### config.mk
export PLATFORM = sky130hd
export DESIGN_NAME = csr_ctrl
export DESIGN_NICKNAME = d
export VERILOG_FILES = /design/src/rtl/csr_ctrl.sv
export SDC_FILE = /design/constraint.sdc
export NUM_CORES = 1
export LEC_CHECK = 0
export BUFFER_PORTS_ARGS = -buffer_cell sky130_fd_sc_hd__buf_2
export CAP_MARGIN = 20
export CORE_ASPECT_RATIO = 2
export CORE_MARGIN = 1
export CORE_UTILIZATION = 57
export DETAILED_ROUTE_END_ITERATION = 10
export PLACE_DENSITY = 0.77
export SETUP_SLACK_MARGIN = 0.05
export SLEW_MARGIN = 10
export SYNTH_ARGS = -nofsm -noshare
export SYNTH_HDL_FRONTEND = slang
export SYNTH_SLANG_ARGS = --single-unit
### constraint.sdc
create_clock -name i_clk -period 2.7 [get_ports i_clk]
set_input_delay 0 -clock i_clk [delete_from_list [all_inputs] [get_ports i_clk]]
set_output_delay 0 -clock i_clk [all_outputs]
set_load 0.05 [all_outputs]
### src/rtl/csr_ctrl.sv
// Machine-mode CSR controller: 2-cycle RMW for CSR ops, ecall/mret trap redirect.
// Optional mscratch at 0x340 when CSR_MSCRATCH_EN is defined.
module csr_ctrl #(
  parameter logic [31:0] MSTATUS_RST = 32'h0000_1800,
  parameter logic [31:0] MTVEC_RST   = 32'h0000_0000,
  parameter logic [31:0] ECALL_CAUSE = 32'd11
) (
  input  logic        i_clk,
  input  logic        i_rst_n,
  input  logic        i_req_valid,
  output logic        o_req_ready,
  input  logic [5:0]  i_csr_op,
  input  logic [11:0] i_csr_addr,
  input  logic [31:0] i_rf_rdata,
  input  logic [4:0]  i_zimm,
  input  logic        i_ecall,
  input  logic        i_mret,
  input  logic [31:0] i_pc,
  output logic        o_resp_valid,
  output logic [31:0] o_resp_rdata,
  output logic        o_illegal,
  output logic        o_redirect_valid,
  output logic [31:0] o_redirect_pc
);

  typedef enum logic [1:0] {
    S_IDLE,
    S_READ,
    S_WRITE,
    S_TRAP
  } state_t;

  localparam logic [11:0] A_MSTATUS  = 12'h300;
  localparam logic [11:0] A_MTVEC    = 12'h305;
  localparam logic [11:0] A_MSCRATCH = 12'h340;
  localparam logic [11:0] A_MEPC     = 12'h341;
  localparam logic [11:0] A_MCAUSE   = 12'h342;

  state_t r_state;
  state_t w_next;

  logic [5:0]  r_op;
  logic [11:0] r_addr;
  logic [31:0] r_rs;
  logic [4:0]  r_zimm;
  logic [31:0] r_pc;
  logic        r_ecall;
  logic [31:0] r_old;

  logic        r_mie;
  logic        r_mpie;
  logic [1:0]  r_mpp;
  logic [31:0] r_mtvec;
  logic [31:0] r_mepc;
  logic [31:0] r_mcause;
`ifdef CSR_MSCRATCH_EN
  logic [31:0] r_mscratch;
`endif

  logic        w_accept;
  logic        w_onehot;
  logic        w_addr_ok;
  logic        w_illegal;
  logic [31:0] w_mstatus;
  logic [31:0] w_rd;
  logic [31:0] w_src;
  logic [31:0] w_wdata;
  logic        w_wen;

  assign o_req_ready = (r_state == S_IDLE) && i_rst_n;
  assign w_accept    = i_req_valid && o_req_ready;

  assign w_mstatus = {19'b0, r_mpp, 3'b0, r_mpie,
                      3'b0, r_mie, 3'b0};

  assign w_onehot = (r_op != 6'd0) &&
                    ((r_op & (r_op - 6'd1)) == 6'd0);

  always_comb begin
    w_addr_ok = 1'b1;
    w_rd      = 32'd0;
    case (r_addr)
      A_MSTATUS:  w_rd = w_mstatus;
      A_MTVEC:    w_rd = r_mtvec;
      A_MEPC:     w_rd = r_mepc;
      A_MCAUSE:   w_rd = r_mcause;
`ifdef CSR_MSCRATCH_EN
      A_MSCRATCH: w_rd = r_mscratch;
`endif
      default:    w_addr_ok = 1'b0;
    endcase
  end

  assign w_illegal = !w_onehot || !w_addr_ok;
  assign w_src = (|r_op[5:3]) ? {27'b0, r_zimm} : r_rs;

  // Op decode is safe for multi-hot codes: those are illegal and never write.
  always_comb begin
    w_wdata = r_old;
    if (r_op[0] || r_op[3])
      w_wdata = w_src;
    else if (r_op[1] || r_op[4])
      w_wdata = r_old | w_src;
    else if (r_op[2] || r_op[5])
      w_wdata = r_old & ~w_src;
  end

  assign w_wen = (r_state == S_WRITE) && !w_illegal &&
                 !((r_op[4] || r_op[5]) && (r_zimm == 5'd0));

  always_ff @(posedge i_clk) begin
    if (!i_rst_n) r_state <= S_IDLE;
    else          r_state <= w_next;
  end

  always_comb begin
    w_next = r_state;
    unique case (r_state)
      S_IDLE: begin
        if (w_accept) begin
          if (i_ecall || i_mret)
            w_next = S_TRAP;
          else if (|i_csr_op)
            w_next = S_READ;
        end
      end
      S_READ:  w_next = S_WRITE;
      S_WRITE: w_next = S_IDLE;
      S_TRAP:  w_next = S_IDLE;
      default: w_next = S_IDLE;
    endcase
  end

  always_ff @(posedge i_clk) begin
    if (!i_rst_n) begin
      r_op             <= '0;
      r_addr           <= '0;
      r_rs             <= '0;
      r_zimm           <= '0;
      r_pc             <= '0;
      r_ecall          <= 1'b0;
      r_old            <= '0;
      r_mie            <= MSTATUS_RST[3];
      r_mpie           <= MSTATUS_RST[7];
      r_mpp            <= MSTATUS_RST[12:11];
      r_mtvec          <= {MTVEC_RST[31:2], 2'b00};
      r_mepc           <= '0;
      r_mcause         <= '0;
`ifdef CSR_MSCRATCH_EN
      r_mscratch       <= '0;
`endif
      o_resp_valid     <= 1'b0;
      o_resp_rdata     <= '0;
      o_illegal        <= 1'b0;
      o_redirect_valid <= 1'b0;
      o_redirect_pc    <= '0;
    end else begin
      o_resp_valid     <= 1'b0;
      o_resp_rdata     <= '0;
      o_illegal        <= 1'b0;
      o_redirect_valid <= 1'b0;
      o_redirect_pc    <= '0;
      if (w_accept) begin
        r_op    <= i_csr_op;
        r_addr  <= i_csr_addr;
        r_rs    <= i_rf_rdata;
        r_zimm  <= i_zimm;
        r_pc    <= i_pc;
        r_ecall <= i_ecall;
      end
      if (r_state == S_READ)
        r_old <= w_rd;
      if (r_state == S_WRITE) begin
        o_resp_valid <= 1'b1;
        o_resp_rdata <= w_illegal ? 32'd0 : r_old;
        o_illegal    <= w_illegal;
      end
      if (w_wen) begin
        case (r_addr)
          A_MSTATUS: begin
            r_mie  <= w_wdata[3];
            r_mpie <= w_wdata[7];
            r_mpp  <= w_wdata[12:11];
          end
          A_MTVEC:    r_mtvec    <= {w_wdata[31:2], 2'b00};
          A_MEPC:     r_mepc     <= {w_wdata[31:2], 2'b00};
          A_MCAUSE:   r_mcause   <= w_wdata;
`ifdef CSR_MSCRATCH_EN
          A_MSCRATCH: r_mscratch <= w_wdata;
`endif
          default: ;
        endcase
      end
      // Redirect target is sampled before this edge's CSR updates.
      if (r_state == S_TRAP) begin
        o_redirect_valid <= 1'b1;
        if (r_ecall) begin
          o_redirect_pc <= r_mtvec;
          r_mepc        <= r_pc;
          r_mcause      <= ECALL_CAUSE;
          r_mpie        <= r_mie;
          r_mie         <= 1'b0;
          r_mpp         <= 2'b11;
        end else begin
          o_redirect_pc <= r_mepc;
          r_mie         <= r_mpie;
          r_mpie        <= 1'b1;
        end
      end
    end
  end

endmodule

==> results of run 1 <==
cell usage after synthesis, types with 2 or more instances:
cell,n
a221oi_1,32
a21oi_1,126
nand4_1,10
and2_1,4
a31oi_1,60
buf_6,3
buf_2,10
a32o_1,28
and3_1,35
mux2i_1,66
or2_2,3
nand3_1,12
o31ai_1,34
nor2b_1,2
mux2_2,2
nor2_1,43
nor3_1,42
o211ai_1,2
nand2_1,323
dfxtp_1,287
xor2_1,3
or3_1,3
a22o_1,4
o22ai_1,3
nand2b_1,5
nor4_1,63
o21ai_0,38
or4_1,6
buf_1,10
a32oi_1,2
clkbuf_1,117
inv_1,3
timing repair:
item                       in CTS  in global routing
hold endpoints to repair       92                  0
setup endpoints to repair       0                  0
hold buffers                   91                  0
buffers inserted                0                  0
logic make-up after synthesis:
kind of cell / Yosys count / share of synthesized area
simple gates: 558 / 0.217
compound gates: 333 / 0.182
xor+xnor: 4 / 0.00299
mux: 68 / 0.0583
buf+inv: 144 / 0.0492
flops: 287 / 0.491
per-stage QoR:
step	utilization	hold slack [ns]	total power, mW	worst slack [ns]	cells
final	0.730	0.230	9.07	0.244	1864
after global routing	0.730	0.241	9.35	0.0728	1864
after CTS	0.729	0.230	9.05	0.283	1863
after detailed placement	0.642	0.244	5.36	0.321	1727
after global placement	0.642	0.242	5.35	0.370	1727
after floorplan	-	0.136	5.02	0.282	1394
layer usage:
| layer | vias to the layer above | track usage | part of all wire |
|---|---|---|---|
| met1 | 5513 | 0.392 | 0.34 |
| met5 | - | 0 | 0 |
| met3 | 205 | 0.0529 | 0.074 |
| met4 | 0 | 0.284 | 0.076 |
| met2 | 676 | 0.615 | 0.51 |
| li1 | 5373 | - | - |
placed cells by master (no fill, tap or decap), types with 7 or more instances in the layout:
cell / count
clkbuf_16: 25
nor4_1: 63
o31ai_1: 33
a32o_1: 28
a221oi_1: 32
buf_4: 45
a21oi_1: 126
nor2_1: 39
mux2i_1: 66
o21ai_0: 38
a31oi_1: 60
nor3_1: 37
buf_2: 159
dlygate4sd3_1: 91
dfxtp_1: 286
nand4_1: 10
buf_12: 7
nand3_1: 11
nand2_1: 321
and3_1: 34
area by class of cell:
type                       instances  area, µm²  area share
sequential                       287       5750       0.394
multi-input combinational        963       5480       0.376
timing repair buffer             302       2180       0.150
clock buffer                      35        723      0.0496
tap                              262        328      0.0225
clock inverter                    10        111     0.00763
inverter                           4       16.3     0.00111
antenna                            1       2.50    0.000171
report_power, final:
group	switching [mW]	internal [mW]
Clock	1.60	2.07
Sequential	0.0861	4.33
Combinational	0.634	0.360
Total	2.32	6.75
worst max-delay path, cell delays in order (launching register included):
cell     delay [ns]
dfxtp_1        0.40
nor2_1         0.36
nor3_1         0.14
nor2_4         0.48
buf_4          0.53
a31oi_1        0.15
o31ai_1        0.27
state kept, by name, indices dropped and copies added, names as in the netlist:
signal,cells
r_mpp,2
r_mtvec,30
r_pc,32
r_zimm,5
r_rs,32
r_mepc,32
r_mcause,32
o_redirect_valid,1
o_redirect_pc,32
r_mie,1
r_mpie,1
r_op,6
o_resp_valid,1
o_resp_rdata,32
o_illegal,1
r_addr,12
r_state,2
r_ecall,1
r_old,32
worst max path at each step:
| stage | end |
|---|---|
| after floorplan | r_pc[15]$_SDFFE_PN0P_ |
| after global placement | r_mepc[16]$_SDFF_PN0_ |
| after detailed placement | r_mepc[8]$_SDFF_PN0_ |
| after CTS | r_mepc[16]$_SDFF_PN0_ |
| after global routing | r_mepc[23]$_SDFF_PN0_ |
| final | r_mepc[16]$_SDFF_PN0_ |
==> impl_metrics.ini, run 1 <==
[synth]
synth_edf_count = 0
synth.cell_area_um2 = 11700
synth_top_cell_area_share = 0.491
synthTopCellsByArea = dfxtp_1 (49%), nand2_1 (10%), mux2i_1 (5.6%)
synth_ff_type = dfxtp_1
synthCells = 1394
synth.avg_cell_area_um2 = 8.40
yosysUniqueCellTypes = 45
ys_seq_elements = 287
synth_async_sr_flop_share = 0
synth_top_cell_by_area = dfxtp_1
seq_area_frac_synth = 0.491
yosysWarnings = 0
syn_nets = 1486

[die]
start_util = 0.585
fp-row-count = 73
core_area_um2 = 20000
boundaryPins = 160
die_h_um = 205
die-area_um2 = 21200
dieWidth_um = 103

[clock_network]
cts.clk_slew.worst_paths_ns = 0.07
cts_tree = done
cts_root_buf = clkbuf_16
htree_num_levels = 1
cts_buffer_depth = 3
clk_latency_ns = 0.55
cts_buffers = 25
post_cts_resized = 0
numClockSinks = 287

[finish]
synthToLayoutAreaGrowth_pct = 24.6
nets = 1675
n_fill_cell = 1525
design_area_um2 = 14600
layout-drive-gt1-share = 0.174

[hold_path]
min_path_cells = 4
worst_hold_path_type = in -> reg
min_from = i_csr_addr[10]
hold_path_end = r_addr[10]$_SDFFE_PN0P_

[status]
status = completed

[route]
drt_iter0_markers = 948
wl_um = 38000
drcViolationCount = 0
drtAntennaViolNets = 0
vias = 11800
first_pass_iters = 6
viasPerCell = 6.31
wire_per_inst_um = 20.4

[sta]
fin_crit_sh = 0.910
slew_viol_final = 0
rsz0062_at_grt = false
min_period_ns = 2.46
timing.slew.headroom = 0.285
fmax_ghz = 0.407
worst_pin_slew_ns = 1.07
tns_ns = 0
setup-violations-final = 0
finClkSkew_ns = 0.0130
hold_viol = 0

[critical_path]
reg2reg_to = r_mepc[16]$_SDFF_PN0_
startpoint = r_op[5]$_SDFFE_PN0P_
crit_type = reg -> reg
start_kind = flop
critPathArrivalTime_ns = 2.90
crit_required_ns = 3.15
rrSetupSlack_ns = 0.24
cp_max_fo = 44
rr_startpoint = r_op[5]$_SDFFE_PN0P_
r2r_cells = 6
end_kind = flop

[placed_design]
io_buffers = 159
place_congestion = 0.914
dp_hpwl_um = 23300
post_dp_cell_area_um2 = 12800

[power]
peakVddDrop_v = 0.000621
power_density_nw_per_um2 = 622
p_leak_nw = 5.41

[global_routing]
grt_usage = 0.362
grt_first_pass_wirelength_um = 59100
grt_pass1_vias = 11700
gr-total-overflow = 0
grt_max_degree = 98
antenna_found_initial = 1

[run]
drv_cap = 0
Note: power is estimated with default switching activity, not from simulation.
==> run 2: changes to the inputs <==
--- a/config.mk
+++ b/config.mk
@@ -9,9 +9,10 @@
 export CAP_MARGIN = 20
 export CORE_ASPECT_RATIO = 2
 export CORE_MARGIN = 1
-export CORE_UTILIZATION = 57
+export CORE_UTILIZATION = 35
 export DETAILED_ROUTE_END_ITERATION = 10
-export PLACE_DENSITY = 0.77
+export PLACE_DENSITY = 0.53
+export RECOVER_POWER = 25
 export SETUP_SLACK_MARGIN = 0.05
 export SLEW_MARGIN = 10
 export SYNTH_ARGS = -nofsm -noshare
==> constraint.sdc (replaced) <==
create_clock -name i_clk -period 2.2 [get_ports i_clk]
set_input_delay 0 -clock i_clk [delete_from_list [all_inputs] [get_ports i_clk]]
set_output_delay 0 -clock i_clk [all_outputs]
set_load 0.05 [all_outputs]
==> impl_metrics.ini, run 2 (synthesis results as in run 1) <==
[route]
met3WireLength_um = 1780
drtAntennaViolNets = 0
highest_layer = met4
vias = 11700
drcViolationCount = 0
met2_length_um = 23700
wire_per_inst_um = 20.8
wl_um = 43500
wl_met1_um = 16000
first_pass_iters = 5
viasPerCell = 5.61
drt_iter0_markers = 852

[sta]
worst_pin_slew_ns = 0.824
fmax_ghz = 0.453
finClkSkew_ns = 0.0153
slew_viol_final = 0
setup-violations-final = 2
timing.slew.headroom = 0.451
tns_ns = -0.0140
min_period_ns = 2.21
fin_crit_sh = 1.00
hold_viol = 0
finalWorstSetupSlack_ns = -0.00853
rsz0062_at_grt = true

[die]
core_area_um2 = 32900
start_util = 0.356
die_h_um = 261
die-area_um2 = 34200
boundaryPins = 160
dieWidth_um = 131
fp-row-count = 94

[critical_path]
critPathMaxStageDelay_ns = 0.56
rrSetupSlack_ns = -0.009
start_kind = flop
cp_max_fo = 7
crit_chain = or4_4 -> or2_4 -> or3_4 -> clkbuf_16 -> nor4_2 -> o31ai_1
cp_num_buf_inv = 1
crit_required_ns = 2.64
startpoint = r_addr[5]$_SDFFE_PN0P_
cp_slowest_cell = or4_4
crit_family = simple AND/OR/NAND/NOR gates
path_depth = 6
r2r_cells = 6
crit_type = reg -> reg
critPathArrivalTime_ns = 2.65
reg2reg_to = r_mepc[18]$_SDFF_PN0_
rr_startpoint = r_addr[5]$_SDFFE_PN0P_
end_kind = flop

[run]
drv_cap = 0

[placed_design]
io_buffers = 159
post_dp_cell_area_um2 = 13600
dp_hpwl_um = 27700
place_congestion = 0.877
dp_cells = 1922

[power]
peakVddDrop_v = 0.000563
p_comb_frac = 0.127
p_int_mw = 8.91
switching_share = 0.265
power_density_nw_per_um2 = 741
clock_power_share = 0.426
pwr-share-seq = 0.447
p_leak_nw = 5.59
p_switching_mw = 3.21
p_total_mw = 12.1

[finish]
post-route-util = 0.497
synthToLayoutAreaGrowth_pct = 39.7
nets = 1730
insertedDiodeCount = 0
final_cells = 2091
design_area_um2 = 16400
final_cell_mix = nand2_1 (321), dfxtp_1 (282), a21oi_1 (126)
final_common_cell = nand2_1
layout-drive-gt1-share = 0.205

[hold_path]
hold_path_end = r_rs[5]$_SDFFE_PN0P_
worst_hold_path_type = in -> reg
min_path_cells = 4
min_from = i_rf_rdata[5]

[global_routing]
antenna_found_initial = 0
grt_first_pass_wirelength_um = 64600
gr-total-overflow = 0
grt_max_degree = 82
grt_usage = 0.241
grt_pass1_vias = 11600

[clock_network]
htree_num_levels = 1
cts_buffers = 28
cts_root_buf = clkbuf_16
cts_tree = done
numClockSinks = 287
cts.clk_slew.worst_paths_ns = 0.07
clk_latency_ns = 0.57
cts_buffer_depth = 3

[status]
violations = negative setup slack
status = finished with violations
-- run 2: cell count changes in the layout (fill, tap and decap cells not counted), moves of 7 or more --
cell,delta
buf_2,-68
clkbuf_1,+65
nor4_1,-51
nor4_2,+31
nor4_4,+20
buf_12,+19
dlygate4sd3_1,+13
a31oi_1,-7
buf_6,+7
clkbuf_16,+7
-- run 2: area by class of cell --
type                            count  area, µm²
Sequential cell                   287       5750
Timing Repair Buffer              352       2860
Clock buffer                       36        791
Clock inverter                     15        201
Tap cell                          432        541
Inverter                            4       16.3
Multi-Input combinational cell    965       6190
Fill cell                        3177      16600
-- run 2: through the flow --
stage          setup WS (ns)  hold WS [ns]
6_report            -0.00853         0.215
5_1_grt              -0.0625         0.228
2_1_floorplan        -0.0622         0.136
4_1_cts               0.0242         0.193
3_3_place_gp          -0.195         0.245
3_5_place_dp          -0.222         0.249
-- run 2: repair_timing --
| action | CTS | global route |
|---|---|---|
| gates resized for setup | 23 | 91 |
| hold endpoints to repair | 98 | 0 |
| endpoints found under the setup margin | 68 | 117 |
| pin swaps | 7 | 33 |
| gates cloned | 2 | 6 |
| setup buffers | 1 | 6 |
| hold buffers | 104 | 0 |
-- run 2: power groups by stage --
stage | Sequential (mW) | Combinational (mW) | Clock (mW)
finish | 5.42 | 1.53 | 5.17
global route | 5.43 | 1.63 | 5.47
CTS | 5.41 | 1.40 | 5.28
detailed placement | 5.53 | 1.24 | 0
global placement | 5.53 | 1.23 | 0
floorplan | 5.49 | 0.704 | 0
-- run 2: routing by layer --
metal  global-route usage  vias to the layer above
met5                    0                        -
met4                0.115                        0
met3               0.0218                      127
met2                0.473                      403
met1                0.254                     5709
li1                     -                     5496
-- run 2: worst max-delay path by stage --
stage	endpoint	slack [ns]
detailed placement	r_mepc[18]$_SDFF_PN0_	-0.22
finish	r_mepc[18]$_SDFF_PN0_	-0.009
global placement	r_mepc[26]$_SDFF_PN0_	-0.20
global route	r_mepc[12]$_SDFF_PN0_	-0.06
floorplan	r_mepc[10]$_SDFF_PN0_	-0.06
CTS	r_mepc[6]$_SDFF_PN0_	0.02
-- run 2: worst reg2reg max path: cells and delay by family (launching register included) --
| family | cells | cell delay (ns) |
|---|---|---|
| AO/OA/AOI/OAI | 1 | 0.11 |
| AND/OR/NAND/NOR | 4 | 1.45 |
| flip-flops | 1 | 0.32 |
| buffers and inverters | 1 | 0.21 |
